[src/rtl/ecc_mon_pkg.sv]
// Shared types and constants for the ECC error monitor.
// Contents: error-record layout, event classification enum, log syndrome width.
// The record address width below is the default that the top-level log record matches.
package ecc_mon_pkg;

    // Default width of the address/tag stored in each log record.
    localparam int REC_ADDR_WIDTH = 16;

    // Only the low syndrome bits are kept in the log; the full syndrome is
    // retained for the first UE only.
    localparam int SYN_LOG_W = 8;

    typedef enum logic [1:0] {
        EVT_NONE = 2'd0,
        EVT_CE   = 2'd1,
        EVT_UE   = 2'd2
    } ecc_evt_e;

    typedef struct packed {
        logic                      is_ue;
        logic [REC_ADDR_WIDTH-1:0] addr;
        logic [SYN_LOG_W-1:0]      syn;
        logic [7:0]                pos;
    } ecc_err_rec_t;

endpackage

[src/rtl/ecc_mon_fifo.sv]
// Generic show-ahead FIFO: head entry is always presented on rd_dat while rd_vld=1.
// Latency: a push into an empty FIFO is visible on rd_vld/rd_dat the next cycle.
// Backpressure: push when full is dropped unless a pop happens in the same cycle; pop when empty is ignored.
// Ports: clk, rst_n, clr (sync clear of pointers), push/wr_dat, pop, rd_vld/rd_dat, full.
module ecc_mon_fifo #(
    parameter int DEPTH = 4,
    parameter int WIDTH = 8
) (
    input  logic             clk,
    input  logic             rst_n,
    input  logic             clr,
    input  logic             push,
    input  logic [WIDTH-1:0] wr_dat,
    input  logic             pop,
    output logic             rd_vld,
    output logic [WIDTH-1:0] rd_dat,
    output logic             full
);

    localparam int AW = $clog2(DEPTH);

    // Pointers carry an extra wrap bit so full and empty are distinguishable.
    logic [AW:0]      wr_ptr_q, wr_ptr_d;
    logic [AW:0]      rd_ptr_q, rd_ptr_d;
    logic [WIDTH-1:0] mem_q [DEPTH];
    logic             empty;
    logic             do_push;
    logic             do_pop;

    assign empty = (wr_ptr_q == rd_ptr_q);
    assign full  = (wr_ptr_q[AW] != rd_ptr_q[AW]) &&
                   (wr_ptr_q[AW-1:0] == rd_ptr_q[AW-1:0]);

    // A pop frees the head slot in the same cycle, so a full FIFO can still
    // accept a simultaneous push; a pop on an empty FIFO is simply ignored.
    assign do_pop  = pop && !empty;
    assign do_push = push && (!full || do_pop);

    always_comb begin
        wr_ptr_d = wr_ptr_q;
        rd_ptr_d = rd_ptr_q;
        if (clr) begin
            wr_ptr_d = '0;
            rd_ptr_d = '0;
        end else begin
            if (do_push) wr_ptr_d = wr_ptr_q + (AW+1)'(1);
            if (do_pop)  rd_ptr_d = rd_ptr_q + (AW+1)'(1);
        end
    end

    always_ff @(posedge clk or negedge rst_n) begin
        if (!rst_n) begin
            wr_ptr_q <= '0;
            rd_ptr_q <= '0;
        end else begin
            wr_ptr_q <= wr_ptr_d;
            rd_ptr_q <= rd_ptr_d;
        end
    end

    // Storage is reset so the head output reads as zero out of reset.
    always_ff @(posedge clk or negedge rst_n) begin
        if (!rst_n) begin
            for (int i = 0; i < DEPTH; i++) mem_q[i] <= '0;
        end else if (do_push && !clr) begin
            mem_q[wr_ptr_q[AW-1:0]] <= wr_dat;
        end
    end

    assign rd_vld = !empty;
    assign rd_dat = mem_q[rd_ptr_q[AW-1:0]];

endmodule

[src/rtl/ecc_err_monitor.sv]
// Classifies SECDED decode results as CE/UE, keeps saturating counters, a first-UE sticky and an error log.
// Latency: counters, stickies and irqs update on the edge after the event; log head valid one cycle after a push.
// Backpressure: none upstream; events arriving while the log is full are dropped from the log and flagged sticky.
// Ports: decoder status in (dec_*), config (cfg_*), log pop/read, counters, first-UE capture, irq_ce/irq_ue.
module ecc_err_monitor #(
    parameter int LOG_DEPTH  = 4,
    parameter int CNT_WIDTH  = 16,
    parameter int ADDR_WIDTH = 16
) (
    input  logic                     clk,
    input  logic                     rst_n,
    input  logic                     dec_valid,
    input  logic [ADDR_WIDTH-1:0]    dec_addr,
    input  logic                     dec_single_err,
    input  logic                     dec_double_err,
    input  logic [15:0]              dec_syndrome,
    input  logic [7:0]               dec_err_pos,
    input  logic [CNT_WIDTH-1:0]     cfg_ce_threshold,
    input  logic                     cfg_clear,
    input  logic                     log_rd_en,
    output logic                     log_valid,
    output logic [ADDR_WIDTH+16:0]   log_data,
    output logic                     log_overflow,
    output logic [CNT_WIDTH-1:0]     ce_count,
    output logic [CNT_WIDTH-1:0]     ue_count,
    output logic                     first_ue_valid,
    output logic [ADDR_WIDTH-1:0]    first_ue_addr,
    output logic [15:0]              first_ue_syn,
    output logic                     irq_ce,
    output logic                     irq_ue
);

    import ecc_mon_pkg::*;

    localparam int REC_W = 1 + ADDR_WIDTH + SYN_LOG_W + 8;

    ecc_evt_e              evt;
    logic [CNT_WIDTH-1:0]  ce_cnt_q, ce_cnt_d;
    logic [CNT_WIDTH-1:0]  ue_cnt_q, ue_cnt_d;
    logic                  ovf_q, ovf_d;
    logic                  fue_vld_q, fue_vld_d;
    logic [ADDR_WIDTH-1:0] fue_addr_q, fue_addr_d;
    logic [15:0]           fue_syn_q, fue_syn_d;
    logic                  irq_ce_q, irq_ce_d;
    logic                  log_push;
    logic                  log_pop;
    logic                  log_full;
    logic [REC_W-1:0]      log_wr_dat;

    // A double-error flag dominates: both flags set is a UE only.
    always_comb begin
        evt = EVT_NONE;
        if (dec_valid) begin
            if (dec_double_err)      evt = EVT_UE;
            else if (dec_single_err) evt = EVT_CE;
        end
    end

    // Clear wins over any coincident event or pop.
    assign log_push   = (evt != EVT_NONE) && !cfg_clear;
    assign log_pop    = log_rd_en && !cfg_clear;
    assign log_wr_dat = {evt == EVT_UE, dec_addr, dec_syndrome[SYN_LOG_W-1:0], dec_err_pos};

    always_comb begin
        ce_cnt_d   = ce_cnt_q;
        ue_cnt_d   = ue_cnt_q;
        ovf_d      = ovf_q;
        fue_vld_d  = fue_vld_q;
        fue_addr_d = fue_addr_q;
        fue_syn_d  = fue_syn_q;
        if (cfg_clear) begin
            ce_cnt_d  = '0;
            ue_cnt_d  = '0;
            ovf_d     = 1'b0;
            fue_vld_d = 1'b0;
        end else begin
            if (evt == EVT_CE && ce_cnt_q != '1) ce_cnt_d = ce_cnt_q + CNT_WIDTH'(1);
            if (evt == EVT_UE && ue_cnt_q != '1) ue_cnt_d = ue_cnt_q + CNT_WIDTH'(1);
            // When full, log_valid is high, so log_rd_en alone means a real pop.
            if (evt != EVT_NONE && log_full && !log_rd_en) ovf_d = 1'b1;
            if (evt == EVT_UE && !fue_vld_q) begin
                fue_vld_d  = 1'b1;
                fue_addr_d = dec_addr;
                fue_syn_d  = dec_syndrome;
            end
        end
        // Compare against the next count so the irq lines up with the counter,
        // and against the live threshold so config changes apply next cycle.
        irq_ce_d = (cfg_ce_threshold != '0) && (ce_cnt_d >= cfg_ce_threshold);
    end

    always_ff @(posedge clk or negedge rst_n) begin
        if (!rst_n) begin
            ce_cnt_q   <= '0;
            ue_cnt_q   <= '0;
            ovf_q      <= 1'b0;
            fue_vld_q  <= 1'b0;
            fue_addr_q <= '0;
            fue_syn_q  <= '0;
            irq_ce_q   <= 1'b0;
        end else begin
            ce_cnt_q   <= ce_cnt_d;
            ue_cnt_q   <= ue_cnt_d;
            ovf_q      <= ovf_d;
            fue_vld_q  <= fue_vld_d;
            fue_addr_q <= fue_addr_d;
            fue_syn_q  <= fue_syn_d;
            irq_ce_q   <= irq_ce_d;
        end
    end

    ecc_mon_fifo #(
        .DEPTH (LOG_DEPTH),
        .WIDTH (REC_W)
    ) u_log (
        .clk    (clk),
        .rst_n  (rst_n),
        .clr    (cfg_clear),
        .push   (log_push),
        .wr_dat (log_wr_dat),
        .pop    (log_pop),
        .rd_vld (log_valid),
        .rd_dat (log_data),
        .full   (log_full)
    );

    assign log_overflow   = ovf_q;
    assign ce_count       = ce_cnt_q;
    assign ue_count       = ue_cnt_q;
    assign first_ue_valid = fue_vld_q;
    assign first_ue_addr  = fue_addr_q;
    assign first_ue_syn   = fue_syn_q;
    assign irq_ce         = irq_ce_q;
    assign irq_ue         = (ue_cnt_q != '0);

endmodule

[config.mk]
export PLATFORM = sky130hd
export DESIGN_NAME = ecc_err_monitor
export DESIGN_NICKNAME = d
export VERILOG_FILES = /design/src/rtl/ecc_mon_pkg.sv /design/src/rtl/ecc_mon_fifo.sv /design/src/rtl/ecc_err_monitor.sv
export SDC_FILE = /design/constraint.sdc
export NUM_CORES = 1
export LEC_CHECK = 0
export CAP_MARGIN = 10
export CORE_MARGIN = 5
export CORE_UTILIZATION = 40
export CTS_BUF_LIST = sky130_fd_sc_hd__clkbuf_8
export DETAILED_ROUTE_END_ITERATION = 8
export PLACE_DENSITY_LB_ADDON = 0.25
export SYNTH_ARGS = -nofsm -noshare
export SYNTH_HDL_FRONTEND = slang
export SYNTH_SLANG_ARGS = --single-unit
[constraint.sdc]
create_clock -name clk -period 4.6 [get_ports clk]
set_input_delay 0.92 -clock clk [delete_from_list [all_inputs] [get_ports clk]]
set_output_delay 0.92 -clock clk [all_outputs]
set_load 0.005 [all_outputs]
==> impl_metrics.prom, run 1 <==
# TYPE chip_impl_metric gauge
chip_impl_metric{name="final-max-slew-violation-count",unit=""} 0
chip_impl_metric{name="ios",unit=""} 165
chip_impl_metric{name="clock_insertion_delay_worst_skew",unit="ps"} 520
chip_impl_metric{name="die_area",unit="sq um"} 28330
chip_impl_metric{name="globalRouteMet2Util",unit="%"} 24.74
chip_impl_metric{name="synth_fp_nets",unit=""} 773
chip_impl_metric{name="power-per-cell-area",unit="nW/um^2"} 457.2
chip_impl_metric{name="finalSetupViolCount",unit=""} 0
chip_impl_metric{name="finalClockSkew",unit="ps"} 13.70
chip_impl_metric{name="cell_count_post_placement",unit=""} 1156
chip_impl_metric{name="grt.overflow.total",unit=""} 0
chip_impl_metric{name="first_pass_iters",unit=""} 4
chip_impl_metric{name="largest_buffer_count_on_any_clock_path",unit=""} 3
chip_impl_metric{name="numClockSinks",unit=""} 205
chip_impl_metric{name="wl_per_cell",unit="microns"} 18.31
chip_impl_metric{name="timing.slew.headroom",unit="%"} 28.46
chip_impl_metric{name="post-synth-top-area-fraction",unit="%"} 51.17
chip_impl_metric{name="ctsHoldBuffers",unit=""} 0
chip_impl_metric{name="fin_tns_setup",unit="ps"} 0
chip_impl_info{name="clk_root_buffer_cell",value="sky130_fd_sc_hd__clkbuf_8"} 1
chip_impl_metric{name="cp_max_fo",unit=""} 28
chip_impl_metric{name="synthXorXnorAreaFrac",unit="%"} 2.621
chip_impl_metric{name="synth_compound_gate_area_share",unit="%"} 3.694
chip_impl_metric{name="synth_fa_ha_area_share",unit="%"} 2.996
chip_impl_metric{name="hold_violations",unit=""} 0
chip_impl_metric{name="final-instance-count-excl-fill",unit=""} 1219
chip_impl_info{name="setup.worst_path.end_class",value="output pin"} 1
chip_impl_metric{name="hpwlAfterDp",unit="microns"} 14560
chip_impl_metric{name="route.vias.total",unit=""} 6268
chip_impl_metric{name="antenna_violations_before_repair",unit=""} 0
chip_impl_metric{name="fp-row-count",unit=""} 58
chip_impl_metric{name="yosys.area_share.simple",unit="%"} 6.316
chip_impl_metric{name="synth_enable_flop_cells",unit=""} 0
chip_impl_info{name="busiest_layer",value="met2"} 1
chip_impl_metric{name="synth.cell_area",unit="sq um"} 10020
chip_impl_metric{name="worst_setup_hold_path_clk_slew",unit="ps"} 60
chip_impl_metric{name="netlist-cell-type-count",unit=""} 54
chip_impl_info{name="worst_hold_path_type",value="in -> async"} 1
chip_impl_metric{name="grt_pass1_wl",unit="microns"} 37000
chip_impl_metric{name="grt_util_met3",unit="%"} 3.874
chip_impl_metric{name="grtUsageTotal",unit="%"} 15.95
chip_impl_metric{name="drive_gt1_share",unit="%"} 31.27
chip_impl_metric{name="portBuffers",unit=""} 164
chip_impl_metric{name="dpl_cell_area",unit="sq um"} 11920
chip_impl_metric{name="starting_density_of_the_core",unit="%"} 40.16
chip_impl_metric{name="global_route.usage.met1",unit="%"} 22.54
chip_impl_metric{name="power",unit="uW"} 5778
chip_impl_metric{name="fmaxAchievable",unit="GHz"} 0.2640
chip_impl_metric{name="total_cts_buffers",unit=""} 37
chip_impl_metric{name="worst-endpoint-arrival",unit="ps"} 2870
chip_impl_metric{name="final_core_utilization",unit="%"} 50.62
chip_impl_info{name="most_instantiated_flip_flop_cell_in_the_synthesis_netlist",value="sky130_fd_sc_hd__dfrtp_1"} 1
chip_impl_metric{name="route.detailed.drc",unit=""} 0
chip_impl_metric{name="seq_area",unit="sq um"} 5132
chip_impl_metric{name="async_reset_ff_share",unit="%"} 100.0
chip_impl_metric{name="globalplace.congestion",unit=""} 0.8221
chip_impl_metric{name="synth_mux_area_share",unit="%"} 29.69
chip_impl_metric{name="cts_resized",unit=""} 0
chip_impl_metric{name="design.final.nets",unit=""} 952
chip_impl_info{name="tritoncts",value="done"} 1
chip_impl_metric{name="synthesis.yosys.warnings",unit=""} 0
chip_impl_info{name="critical_path.startpoint_type",value="flop"} 1
chip_impl_metric{name="synth.avg_cell_area",unit="sq um"} 14.61
chip_impl_metric{name="fin_crit",unit="ps"} 3788
chip_impl_info{name="post_synth_most_frequent_cells",value="205 x sky130_fd_sc_hd__dfrtp_1, 90 x sky130_fd_sc_hd__mux2_4, 75 x sky130_fd_sc_hd__mux2_2, 32 x sky130_fd_sc_hd__nor2_1, 31 x sky130_fd_sc_hd__mux4_2"} 1
chip_impl_metric{name="ctsHtreeMaxLevel",unit=""} 2
chip_impl_metric{name="die_height",unit="microns"} 168.3
chip_impl_info{name="synth.most_common_cell",value="sky130_fd_sc_hd__dfrtp_1"} 1
chip_impl_info{name="synth_top_family_by_area",value="multiplexers"} 1
chip_impl_metric{name="post-route-cell-area",unit="sq um"} 12640
chip_impl_metric{name="synth-seq-cells",unit=""} 205
chip_impl_metric{name="core_area",unit="sq um"} 24960
chip_impl_info{name="post_synth_main_area_contributors",value="sky130_fd_sc_hd__dfrtp_1 51%, sky130_fd_sc_hd__mux2_4 13%, sky130_fd_sc_hd__mux2_2 8.4%, sky130_fd_sc_hd__mux4_2 7.0%, sky130_fd_sc_hd__ha_1 3.0%"} 1
chip_impl_metric{name="fin_crit_sh",unit="%"} 82.35
chip_impl_metric{name="cp_data_required_time",unit="ps"} 3680
chip_impl_info{name="grt_setup_unrepaired",value="no"} 1
chip_impl_metric{name="netlist_instances",unit=""} 686
chip_impl_info{name="result_of_the_run",value="complete, no violations"} 1
chip_impl_metric{name="layout_fillers",unit=""} 2162
chip_impl_info{name="post-synth-top-area-cell",value="sky130_fd_sc_hd__dfrtp_1"} 1
chip_impl_metric{name="drt_wl_total",unit="microns"} 22320
chip_impl_metric{name="dieWidth",unit="microns"} 168.3
chip_impl_metric{name="antenna_cells",unit=""} 0
chip_impl_metric{name="layout_overhead_on_the_synthesized_area",unit="%"} 26.06
chip_impl_metric{name="drt-initial-drc-count",unit=""} 264
chip_impl_info{name="worst-setup-path-type",value="reg -> out"} 1
chip_impl_metric{name="largest_net_degree_at_the_start_of_global_routing",unit=""} 108
chip_impl_metric{name="power_leakage",unit="uW"} 0.005424
chip_impl_metric{name="cts_setup_buffers",unit=""} 0
chip_impl_metric{name="timing_worst_slew_pin_value",unit="ps"} 1073
chip_impl_metric{name="vias_in_the_first_global_route",unit=""} 6804
chip_impl_metric{name="multi_input_comb_area",unit="sq um"} 4548
chip_impl_metric{name="vias_per_cell",unit=""} 5.142
chip_impl_metric{name="synth_sequential_area_ratio",unit="%"} 51.17
chip_impl_metric{name="detail-route-antenna-nets",unit=""} 0
chip_impl_metric{name="max_cap_viol_count",unit=""} 0
chip_impl_metric{name="worst_case_vdd_ir_drop",unit="mV"} 0.2227
==> metal layers <==
metal / up-vias / routed length [microns]
met3: 42 / 1413
met4: 0 / 478
met1: 3155 / 10360
li1: 2875 / -
met5: - / 0
met2: 196 / 10070
==> cell usage in the layout, fill, tap and decap left out, types with 12 or more instances in the layout <==
cell                              synthesis  routed
sky130_fd_sc_hd__xnor2_1                 23      23
sky130_fd_sc_hd__dfrtp_1                205     203
sky130_fd_sc_hd__nand3_1                 13      13
sky130_fd_sc_hd__mux4_2                  31      31
sky130_fd_sc_hd__nor2_1                  32      32
sky130_fd_sc_hd__ha_1                    24      24
sky130_fd_sc_hd__clkbuf_8                 0      45
sky130_fd_sc_hd__buf_4                    1      12
sky130_fd_sc_hd__clkdlybuf4s50_1          0     163
sky130_fd_sc_hd__a21oi_1                 16      16
sky130_fd_sc_hd__nand2_1                 16      16
sky130_fd_sc_hd__mux2_4                  90      90
sky130_fd_sc_hd__inv_1                   23      34
sky130_fd_sc_hd__mux2_2                  75      75
==> sequential cells by signal (all words and copies together), names as in the netlist <==
name            flops
ce_count           16
first_ue_addr      16
irq_ce              1
ue_count           16
u_log.mem_q       132
first_ue_syn       16
u_log.rd_ptr_q      3
log_overflow        1
first_ue_valid      1
u_log.wr_ptr_q      3
==> final timing paths <==
kind | from | to | slack [ps] | cells past startpoint
max reg2reg | ce_count[0] | irq_ce | 1170 | 13
min | rst_n | u_log.mem_q[72] | 500 | 1
max in group asynchronous | rst_n | ue_count[1] | 3080 | 2
max | u_log.rd_ptr_q[0] | log_data[16] | 810 | 3
min in group clk | log_overflow | log_overflow | 500 | 1
min reg2reg | log_overflow | log_overflow | 500 | 1
==> worst max-delay path, cell delays in order (launching register included) <==
cell and delay, ps:
sky130_fd_sc_hd__dfrtp_2 1040, sky130_fd_sc_hd__buf_4 320, sky130_fd_sc_hd__mux4_2 520, sky130_fd_sc_hd__clkdlybuf4s50_1 460
==> report_power, final <==
part | leakage, uW | internal [uW] | switching (uW) | total (uW)
clock | 0.000419 | 927 | 746 | 1670
sequential | 0.00260 | 2240 | 290 | 2530
combinational | 0.00240 | 1140 | 436 | 1570
==> per-stage QoR <==
step | hold slack [ps] | worst slack, ps
6_report | 495.8 | 812.0
5_1_grt | 510.3 | 619.2
4_1_cts | 498.0 | 687.2
3_5_place_dp | 477.0 | 743.2
3_3_place_gp | 469.8 | 805.6
2_1_floorplan | 471.8 | 1612
==> cell families (layout without fill, tap and decap cells) <==
family / after synthesis / after routing
DFF: 205 / 205
muxes: 201 / 201
and+or+nand+nor: 121 / 121
buffers and inverters: 59 / 262
AOI/OAI and AO/OA: 49 / 49
xor gates and xnor gates: 27 / 27
adders and majority gates: 24 / 24
==> area by class of cell <==
cell class	instances	share of cell area, %
clock inverters	19	0.9208
inverters	23	0.6832
well taps	330	3.267
multi-input cells	422	35.99
flip-flops and latches	205	40.61
repair buffers	176	13.73
clock buffers	44	4.792
Note: power is estimated with default switching activity, not from simulation.
==> run 2, diff against run 1 <==
- clock period: 4.6 -> 3.1 ns (I/O delays scaled with it)
==> run 2 against run 1 <==
Net effect:
- core utilization up 2.1 points
- design area up 4.2%
- via count up 1.5%
- hold slack worse by 380 ps
- sequential cell count unchanged
- clock power up 53%
- largest cell class unchanged
- largest power group unchanged
==> impl_metrics.prom, run 2 (synthesized netlist as in run 1, its figures left out) <==
# TYPE chip_impl_metric gauge
chip_impl_metric{name="detail-route-antenna-nets",unit=""} 0
chip_impl_metric{name="finalClockSkew",unit="ps"} 15.16
chip_impl_metric{name="drive_gt1_share",unit="%"} 34.73
chip_impl_metric{name="dpl_cell_area",unit="sq um"} 12390
chip_impl_info{name="critical_path.startpoint_type",value="flop"} 1
chip_impl_metric{name="r2r.worst_path.cells",unit=""} 12
chip_impl_metric{name="core_area",unit="sq um"} 24960
chip_impl_metric{name="power_leakage",unit="uW"} 0.005687
chip_impl_metric{name="timing_worst_slew_pin_value",unit="ps"} 589.0
chip_impl_info{name="layout_common_cells",value="203 x sky130_fd_sc_hd__dfrtp_1, 163 x sky130_fd_sc_hd__clkdlybuf4s50_1, 90 x sky130_fd_sc_hd__mux2_4, 75 x sky130_fd_sc_hd__mux2_2, 50 x sky130_fd_sc_hd__clkbuf_8"} 1
chip_impl_metric{name="worst_setup_hold_path_clk_slew",unit="ps"} 60
chip_impl_metric{name="max_cap_viol_count",unit=""} 0
chip_impl_info{name="top_register",value="u_log.mem_q"} 1
chip_impl_metric{name="final-max-slew-violation-count",unit=""} 0
chip_impl_metric{name="grt_pass1_wl",unit="microns"} 37000
chip_impl_info{name="result_of_the_run",value="complete, no violations"} 1
chip_impl_metric{name="clock_insertion_delay_worst_skew",unit="ps"} 510
chip_impl_metric{name="hpwlAfterDp",unit="microns"} 15780
chip_impl_metric{name="worst_case_vdd_ir_drop",unit="mV"} 0.2818
chip_impl_metric{name="hold_violations",unit=""} 0
chip_impl_metric{name="route.detailed.drc",unit=""} 0
chip_impl_metric{name="ctsHtreeMaxLevel",unit=""} 2
chip_impl_info{name="tritoncts",value="done"} 1
chip_impl_info{name="grt_setup_unrepaired",value="no"} 1
chip_impl_metric{name="layout_overhead_on_the_synthesized_area",unit="%"} 31.35
chip_impl_metric{name="fin_crit",unit="ps"} 2947
chip_impl_metric{name="ff2ff_setup_slack",unit="ps"} 250
chip_impl_metric{name="numClockSinks",unit=""} 205
chip_impl_metric{name="ios",unit=""} 165
chip_impl_info{name="clk_root_buffer_cell",value="sky130_fd_sc_hd__clkbuf_8"} 1
chip_impl_metric{name="largest_net_degree_at_the_start_of_global_routing",unit=""} 71
chip_impl_metric{name="drt-initial-drc-count",unit=""} 250
chip_impl_metric{name="antenna_violations_before_repair",unit=""} 1
chip_impl_metric{name="drt_wl_total",unit="microns"} 22790
chip_impl_metric{name="cp_max_fo",unit=""} 13
chip_impl_metric{name="fmaxAchievable",unit="GHz"} 0.3393
chip_impl_metric{name="vias_per_cell",unit=""} 5.048
chip_impl_metric{name="fin_tns_setup",unit="ps"} 0
chip_impl_metric{name="die_area",unit="sq um"} 28330
chip_impl_info{name="worstReg2RegStart",value="ce_count[0]"} 1
chip_impl_metric{name="die_height",unit="microns"} 168.3
chip_impl_metric{name="antenna_cells",unit=""} 0
chip_impl_info{name="layout_commonest_cell",value="sky130_fd_sc_hd__dfrtp_1"} 1
chip_impl_metric{name="first_pass_iters",unit=""} 4
chip_impl_metric{name="portBuffers",unit=""} 164
chip_impl_metric{name="timing.slew.headroom",unit="%"} 60.73
chip_impl_info{name="setup.worst_path.end_class",value="output pin"} 1
chip_impl_metric{name="globalplace.congestion",unit=""} 0.7940
chip_impl_metric{name="cp_data_required_time",unit="ps"} 2480
chip_impl_metric{name="design.final.nets",unit=""} 995
chip_impl_metric{name="starting_density_of_the_core",unit="%"} 40.16
chip_impl_metric{name="dieWidth",unit="microns"} 168.3
chip_impl_info{name="worst-setup-path-type",value="reg -> out"} 1
chip_impl_metric{name="grt.overflow.total",unit=""} 0
chip_impl_metric{name="grtUsageTotal",unit="%"} 16.03
chip_impl_metric{name="number_of_flip_flops_in_the_largest_register",unit=""} 132
chip_impl_metric{name="finalSetupViolCount",unit=""} 0
chip_impl_info{name="timing.rr.end",value="irq_ce"} 1
chip_impl_metric{name="fin_crit_sh",unit="%"} 95.07
chip_impl_metric{name="vias_in_the_first_global_route",unit=""} 6858
chip_impl_info{name="worst_hold_path_type",value="in -> async"} 1
chip_impl_metric{name="total_cts_buffers",unit=""} 37
chip_impl_metric{name="ctsHoldBuffers",unit=""} 0
chip_impl_metric{name="route.vias.total",unit=""} 6360
chip_impl_metric{name="largest_buffer_count_on_any_clock_path",unit=""} 3
chip_impl_metric{name="wl_per_cell",unit="microns"} 18.08
chip_impl_metric{name="power-per-cell-area",unit="nW/um^2"} 664.3
chip_impl_metric{name="post-route-cell-area",unit="sq um"} 13170
chip_impl_metric{name="worst-endpoint-arrival",unit="ps"} 2330
chip_impl_metric{name="fp-row-count",unit=""} 58
[run 2: repair_timing]
action	CTS	global route
endpoints found under the setup margin	0	12
resized for setup	0	4
endpoints found under the hold margin	0	0
setup buffers	0	0
[run 2: routing by layer]
metal  part of all wire [%]  track usage, %  routed length, microns
met5                  0.057               0                      13
met4                    1.0           4.058                     238
met3                    5.7           4.391                    1291
met2                     46           24.72                   10530
met1                     47           22.59                   10720
[run 2: where the power goes]
group	internal (uW)	switching [uW]	total, uW
clock network	1490	1070	2560
logic	1750	720	2470
registers	3330	386	3720
total	6570	2180	8750
[run 2: worst max-delay path by stage]
| stage | startpoint | to | slack, ps |
|---|---|---|---|
| CTS | u_log.rd_ptr_q[0] | log_data[32] | 10 |
| finish | u_log.rd_ptr_q[0] | log_data[32] | 150 |
| global placement | dec_double_err | irq_ce | -160 |
| global route | dec_valid | irq_ce | 10 |
| floorplan | ce_count[0] | irq_ce | 200 |
| detailed placement | dec_double_err | irq_ce | -240 |
[run 2: final cells by class]
type                            instances  area [sq um]
Clock inverter                         12         80.08
Tap cell                              330         412.9
Inverter                               23         86.33
Sequential cell                       205          5135
Fill cell                            2140         11800
Timing Repair Buffer                  219          2208
Multi-Input combinational cell        422          4571
Clock buffer                           49         674.4
[run 2: metrics by stage]
| step | power (uW) | std cells | hold slack (ps) | utilization, % | setup WS, ps |
|---|---|---|---|---|---|
| floorplan | 5077 | 686 | 324.4 | - | 201.1 |
| global placement | 6192 | 1199 | 475.4 | 49.62 | -163.8 |
| detailed placement | 6246 | 1199 | 474.7 | 49.62 | -241.5 |
| CTS | 8892 | 1260 | 117.3 | 52.65 | 13.79 |
| global route | 9243 | 1260 | 133.0 | 52.75 | 12.79 |
| finish | 8748 | 1260 | 119.3 | 52.75 | 152.9 |
[run 2: critical path, stage by stage, from the launching register on]
cell and delay, ps:
sky130_fd_sc_hd__dfrtp_4 580, sky130_fd_sc_hd__buf_12 210, sky130_fd_sc_hd__mux4_2 500, sky130_fd_sc_hd__clkdlybuf4s50_1 530
